**src/rtl/pipe_mag_comp_pkg.sv**
```systemverilog
// Shared types and defaults for the pipelined magnitude comparator.
package pipe_mag_comp_pkg;
  localparam int DEF_N  = 8;
  localparam int DEF_CW = 16;

  typedef enum logic {IDLE = 1'b0, ACC = 1'b1} state_t;

  typedef struct packed {
    logic gt;
    logic ls;
    logic eq;
  } cmp_t;
endpackage

```
**src/rtl/pipe_mag_comp_core.sv**
```systemverilog
// Combinational signed/unsigned magnitude compare; flipping the MSB maps
// two's-complement order onto unsigned order.
module mag_cmp_core
  import pipe_mag_comp_pkg::*;
#(
  parameter int N = DEF_N
) (
  input  logic [N-1:0] a_i,
  input  logic [N-1:0] b_i,
  input  logic         sgn_i,
  output cmp_t         res_o
);
  logic [N-1:0] ax, bx;

  assign ax = {a_i[N-1] ^ sgn_i, a_i[N-2:0]};
  assign bx = {b_i[N-1] ^ sgn_i, b_i[N-2:0]};

  assign res_o.gt = (ax > bx);
  assign res_o.ls = (ax < bx);
  assign res_o.eq = (ax == bx);
endmodule

```
**src/rtl/pipe_mag_comp.sv**
```systemverilog
// One-stage valid/ready magnitude comparator. Frame statistics (max_a,
// min_a, eq_cnt and the IDLE/ACC FSM) exist only with CMP_STATS_EN defined.
module pipe_mag_comp
  import pipe_mag_comp_pkg::*;
#(
  parameter int N  = DEF_N,
  parameter int CW = DEF_CW
) (
  input  logic          clk,
  input  logic          rst,
  input  logic          in_valid,
  output logic          in_ready,
  input  logic [N-1:0]  a,
  input  logic [N-1:0]  b,
  input  logic          sgn,
  input  logic          in_last,
  output logic          out_valid,
  input  logic          out_ready,
  output logic          gt,
  output logic          ls,
  output logic          eq,
  output logic          out_last
`ifdef CMP_STATS_EN
  ,
  output logic [N-1:0]  max_a,
  output logic [N-1:0]  min_a,
  output logic [CW-1:0] eq_cnt
`endif
);
  if (N < 2 || N > 64 || CW < 1) begin : g_bad_param
    $error("pipe_mag_comp: N must be 2..64 and CW >= 1");
  end

  logic acc;
  cmp_t ab;
  logic vld_q;
  cmp_t res_q;
  logic last_q;

  assign in_ready = !vld_q || out_ready;
  assign acc      = in_valid && in_ready;

  mag_cmp_core #(.N(N)) u_ab (.a_i(a), .b_i(b), .sgn_i(sgn), .res_o(ab));

  always_ff @(posedge clk) begin
    if (rst) begin
      vld_q  <= 1'b0;
      res_q  <= '0;
      last_q <= 1'b0;
    end else if (acc) begin
      vld_q  <= 1'b1;
      res_q  <= ab;
      last_q <= in_last;
    end else if (out_ready) begin
      vld_q  <= 1'b0;
    end
  end

  assign out_valid = vld_q;
  assign gt        = res_q.gt;
  assign ls        = res_q.ls;
  assign eq        = res_q.eq;
  assign out_last  = last_q;

`ifdef CMP_STATS_EN
  state_t        state_q, state_d;
  logic [N-1:0]  max_q, max_d, min_q, min_d;
  logic [CW-1:0] cnt_q, cnt_d;
  cmp_t          amx, amn;

  mag_cmp_core #(.N(N)) u_max (.a_i(a), .b_i(max_q), .sgn_i(sgn), .res_o(amx));
  mag_cmp_core #(.N(N)) u_min (.a_i(a), .b_i(min_q), .sgn_i(sgn), .res_o(amn));

  always_comb begin
    state_d = state_q;
    max_d   = max_q;
    min_d   = min_q;
    cnt_d   = cnt_q;
    if (acc) begin
      state_d = in_last ? IDLE : ACC;
      if (state_q == IDLE) begin
        max_d = a;
        min_d = a;
        cnt_d = CW'(ab.eq);
      end else begin
        if (amx.gt) max_d = a;
        if (amn.ls) min_d = a;
        // saturate rather than wrap
        if (ab.eq && (cnt_q != '1)) cnt_d = cnt_q + 1'b1;
      end
    end
  end

  always_ff @(posedge clk) begin
    if (rst) begin
      state_q <= IDLE;
      max_q   <= '0;
      min_q   <= '0;
      cnt_q   <= '0;
    end else begin
      state_q <= state_d;
      max_q   <= max_d;
      min_q   <= min_d;
      cnt_q   <= cnt_d;
    end
  end

  assign max_a  = max_q;
  assign min_a  = min_q;
  assign eq_cnt = cnt_q;
`endif
endmodule

```
**config.mk**
```make
export PLATFORM = sky130hd
export DESIGN_NAME = pipe_mag_comp
export DESIGN_NICKNAME = d
export VERILOG_FILES = /design/src/rtl/pipe_mag_comp_pkg.sv /design/src/rtl/pipe_mag_comp_core.sv /design/src/rtl/pipe_mag_comp.sv
export SDC_FILE = /design/constraint.sdc
export NUM_CORES = 1
export LEC_CHECK = 0
export ABC_CLOCK_PERIOD_IN_PS = 2000
export CAP_MARGIN = 5
export CORE_AREA = 2 2 39 41
export CTS_BUF_LIST = sky130_fd_sc_hd__clkbuf_8
export CTS_CLUSTER_DIAMETER = 120
export DETAILED_ROUTE_END_ITERATION = 6
export DIE_AREA = 0 0 41 43
export MAX_ROUTING_LAYER = met4
export PLACE_DENSITY = 0.83
export SLEW_MARGIN = 10
export SYNTH_ARGS = -nofsm -noshare
export SYNTH_HDL_FRONTEND = slang
export SYNTH_SLANG_ARGS = --single-unit
```
**constraint.sdc**
```tcl
create_clock -name clk -period 2 [get_ports clk]
set_input_delay 0.4 -clock clk [delete_from_list [all_inputs] [get_ports clk]]
set_output_delay 0.4 -clock clk [all_outputs]
set_load 0.01 [all_outputs]
```
# [Word-level counts from Yosys, hierarchy flattened]
# Index checks and enable logic that the tools add are counted.
[classes] magnitude_cmp=2 n_eq_ne=1 n_mux=2 n_bitwise=2 reduce_logical=4
[ops] cell="equality test 8 bit" count=1
[ops] cell="greater-than comparator 8 bit" count=1
[ops] cell="less-than comparator 8 bit" count=1
[ops] cell="two-way mux 1 bit" count=2
[ops] cell="nonzero test 2 bit" count=1
[ops] cell="XOR 1 bit" count=2
[ops] cell="logical AND 1 bit" count=1
[ops] cell="logical NOT 1 bit" count=1
[ops] cell="logical OR 1 bit" count=1
[totals] ff_bits=5 in_bits=22 elab_cells=16

# [Depth between registers and ports, before layout]
[logic_depth] depth_word=4 ltp_mapped=6 mapped_depth_nobuf=6

# [Modules after synthesis]
# From an unflattened synthesis, not the netlist that was laid out.
[hier_totals] hier_cells=52 area_unflattened_um2=456.7
[by_module_without_submodules] mod="mag_cmp_core" instances=1 cells_per_inst=30 area_per_inst_um2=239.0 seq_area_each_um2=0.0
[by_module_without_submodules] mod="pipe_mag_comp" instances=1 cells_per_inst=22 area_per_inst_um2=217.7 seq_area_each_um2=100.1

# [Least setup slack after synthesis]
# Ideal clock, no wire load.
[synth_path] kind="input to register" from="in sgn" to="reg res_q, in the netlist ls" t_arrival_ps=1565 t_required_ps=1941 slack_ps=375 stages=5 n_path_buf=0 path_cell_list="xor2_1 > ha_1 > and3_4 > a2111oi_4 > a32o_2"
[synth_between] elab_chain_cells=2
[synth_rtl] item="start: declaration" line_no="pipe_mag_comp.sv:15" text="input logic sgn,"
[synth_rtl] item="XOR 1 bit, on equally long branches" line_no="pipe_mag_comp_core.sv:15, pipe_mag_comp_core.sv:16"
[synth_rtl] item="less-than comparator 8 bit (*)" line_no="pipe_mag_comp_core.sv:19" text="assign res_o.ls = (ax < bx);"
[synth_rtl] item="end signal: assignment" line_no="pipe_mag_comp.sv:48" text="res_q <= '0;"
[synth_rtl] item="end signal: assignment" line_no="pipe_mag_comp.sv:52" text="res_q <= ab;"
[synth_rtl] item="end: declaration" line_no="pipe_mag_comp.sv:37" text="cmp_t res_q;"
# Every way passes the cells marked *; elsewhere a longest branch is shown, timed or not.
# A chain may end at the register's enable or synchronous reset.

# [Final worst setup path]
[layout_path] from="in out_ready" to="out in_ready"
[layout_between] elab_chain_cells=1
[layout_rtl] item="start: declaration" line_no="pipe_mag_comp.sv:18" text="input logic out_ready,"
[layout_rtl] item="logical OR 1 bit" line_no="pipe_mag_comp.sv:40" text="assign in_ready = !vld_q || out_ready;"
[layout_rtl] item="end: declaration" line_no="pipe_mag_comp.sv:12" text="output logic in_ready,"
# No other way between the ends.

==> run metrics <==
final hold violations=0; fmax=527 MHz; total CTS buffers=3; Least-Margin Pin Slew=281 ps; Synth top area share=0.225; Max Cap Viol=0; clock tree from TritonCTS=built; post-route ant nets=0; Syn Area/Cell=9.06 sq um; Clk Latency, worst-skew pair=220 ps; Slew Limit Fails=0; Startpoint Class=input pin; unrepaired setup endpoints after global routing=no; Synthesized Nets=79; path type of the worst min-delay path=register to register; Max Used Layer=met3; Post-synth top cells=9 x inv_1, 8 x ha_1, 5 x a21oi_1, 5 x dfxtp_1, 3 x nor2b_1; global-route wire length before repair=1610 microns; # Post-CTS Setup Buffers=0; Crit. End Element=primary output; routed length on met2=495 microns; drc violations=0; Synth cell types=23; WL met1=334 microns; initial antenna violation count=0; root buf cell=clkbuf_8; Final period util=0.949; ant diodes=0; Crit Path Category=input pin to primary output; row cnt=14; clk buf depth=2; vias in the first global route=453; outcome=finished clean; clock net sink count=5; Port Buf Inserts=27; Layout Cells excl Fill=97; routability congestion estimate from global placement=0.733; Pleak=0.357 nW; Mapped Area=444 sq um; pin count of the biggest net entering global routing=7; worst hold margin=464 ps; Pwr per Cell Area=542 nW/um^2; Filler cells=131; post-DR wirelength/cell=9.28 microns; Iter 0 DRT Violations=6; Max IR drop VDD=around 0.00045 V; WL met3=around 70 microns; Worst-path clk slew=40 ps; fraction of layout cells with a size suffix above 1=0.148; final wirelength=900 microns; sequential fraction of the synthesis area=0.225; ys async rst share=0; ys flop type=dfxtp_1; R2R setup slack=780 ps; DR vias/cell=about 4.5; DR pass1 iterations=2; die width=between 40 and 50 microns; Post-synth EDFFs=0; H-tree depth=1; cell count after synthesis=49; synth top area cells=dfxtp_1 23%, ha_1 23%, inv_1 7.6%; Final min period=roughly 1900 ps; Die H=43 microns; via count=440; max_slew headroom=0.813; Area Growth Syn to Fin=77.7%; GR Overflow Total=0; Yosys warnings=0; most common cell in the netlist=inv_1; core footprint=1380 sq um; die area=1760 sq um; CP arrival=around 1500 ps; Global Route Usage Sum=0.139; skew final=1.21 ps; nets@finish=112; HPWL after DPL=806 microns; register bit total from synthesis=5; Cells after DPL=93; WP data required=between 1500 and 2000 ps; I/O pin cnt=28; crit path max fanout=2; final setup fails=0; leading area contributor after synthesis=dfxtp_1; total power=0.428 mW; Setup TNS Final=0 ps; Starting Density=0.321
-- flip-flops by register name (all words and copies together), names as in the netlist --
name / count
gt: 1
eq: 1
ls: 1
out_last: 1
out_valid: 1
-- worst paths after layout --
check,start,endpoint,depth (start not counted)
worst max register to register,out_valid$_SDFFE_PP0P_,ls$_SDFFE_PP0P_,5
worst max-delay path,out_ready,in_ready,3
worst min register to register,out_last$_SDFFE_PP0P_,out_last$_SDFFE_PP0P_,2
worst min-delay path,out_last$_SDFFE_PP0P_,out_last$_SDFFE_PP0P_,2
-- per-layer routing --
layer,GRT usage,vias up
li1,-,232
met1,0.138,192
met2,0.231,16
met3,0.0628,0
met4,0.0400,0
met5,-,-
-- cells by family (layout without fill, tap and decap cells) --
kind of cell	Yosys count	in the layout	synth area share
adder cells (fa/ha/maj)	8	8	0.225
XOR/XNOR	2	2	0.0394
AO/OA/AOI/OAI	11	11	0.214
buffers and inverters	9	41	0.0761
flip-flops	5	5	0.225
AND/OR/NAND/NOR	14	14	0.220
-- final cells by class --
cell class / count / area (sq um) / share of cell area
multi-input combinational: 35 / 310 / 0.393
timing repair buffer: 28 / 280 / 0.355
sequential: 5 / 100 / 0.127
clock buffer: 3 / 41.3 / 0.0523
inverter: 9 / 33.8 / 0.0428
tap: 16 / 20.0 / 0.0254
clock inverter: 1 / 3.75 / 0.00475
-- power by group --
| part | total [mW] | internal, mW | switching [mW] | leakage [nW] |
|---|---|---|---|---|
| Combinational | 0.133 | 0.0844 | 0.0484 | 0.289 |
| Sequential | 0.111 | 0.107 | 0.00365 | 0.0412 |
| Clock | 0.184 | 0.132 | 0.0526 | 0.0269 |
| Total | 0.428 | 0.323 | 0.105 | 0.357 |
-- timing repair --
item                                    in CTS  in global routing
hold buffers                                 0                  0
resized for setup                            0                  1
endpoints found under the setup margin       0                  3
-- cell usage in the layout, fill, tap and decap left out, types with 2 or more instances in the layout --
cell	count
ha_1	8
clkdlybuf4s50_1	26
nor2b_1	3
nand2_1	2
clkbuf_8	3
inv_1	10
a21oi_1	5
dfxtp_1	5
-- critical path, stage by stage --
cell,delay [ps]
clkdlybuf4s50_1,460
nand2b_4,120
clkdlybuf4s50_1,520
-- through the flow --
step,area (sq um),utilization,worst slack (ps)
2_1_floorplan,444,-,375
3_3_place_gp,742,0.536,-137
4_1_cts,787,0.569,33.9
5_1_grt,790,0.571,55.9
3_5_place_dp,742,0.536,-198
6_report,790,0.571,102
Note: power is estimated with default switching activity, not from simulation.
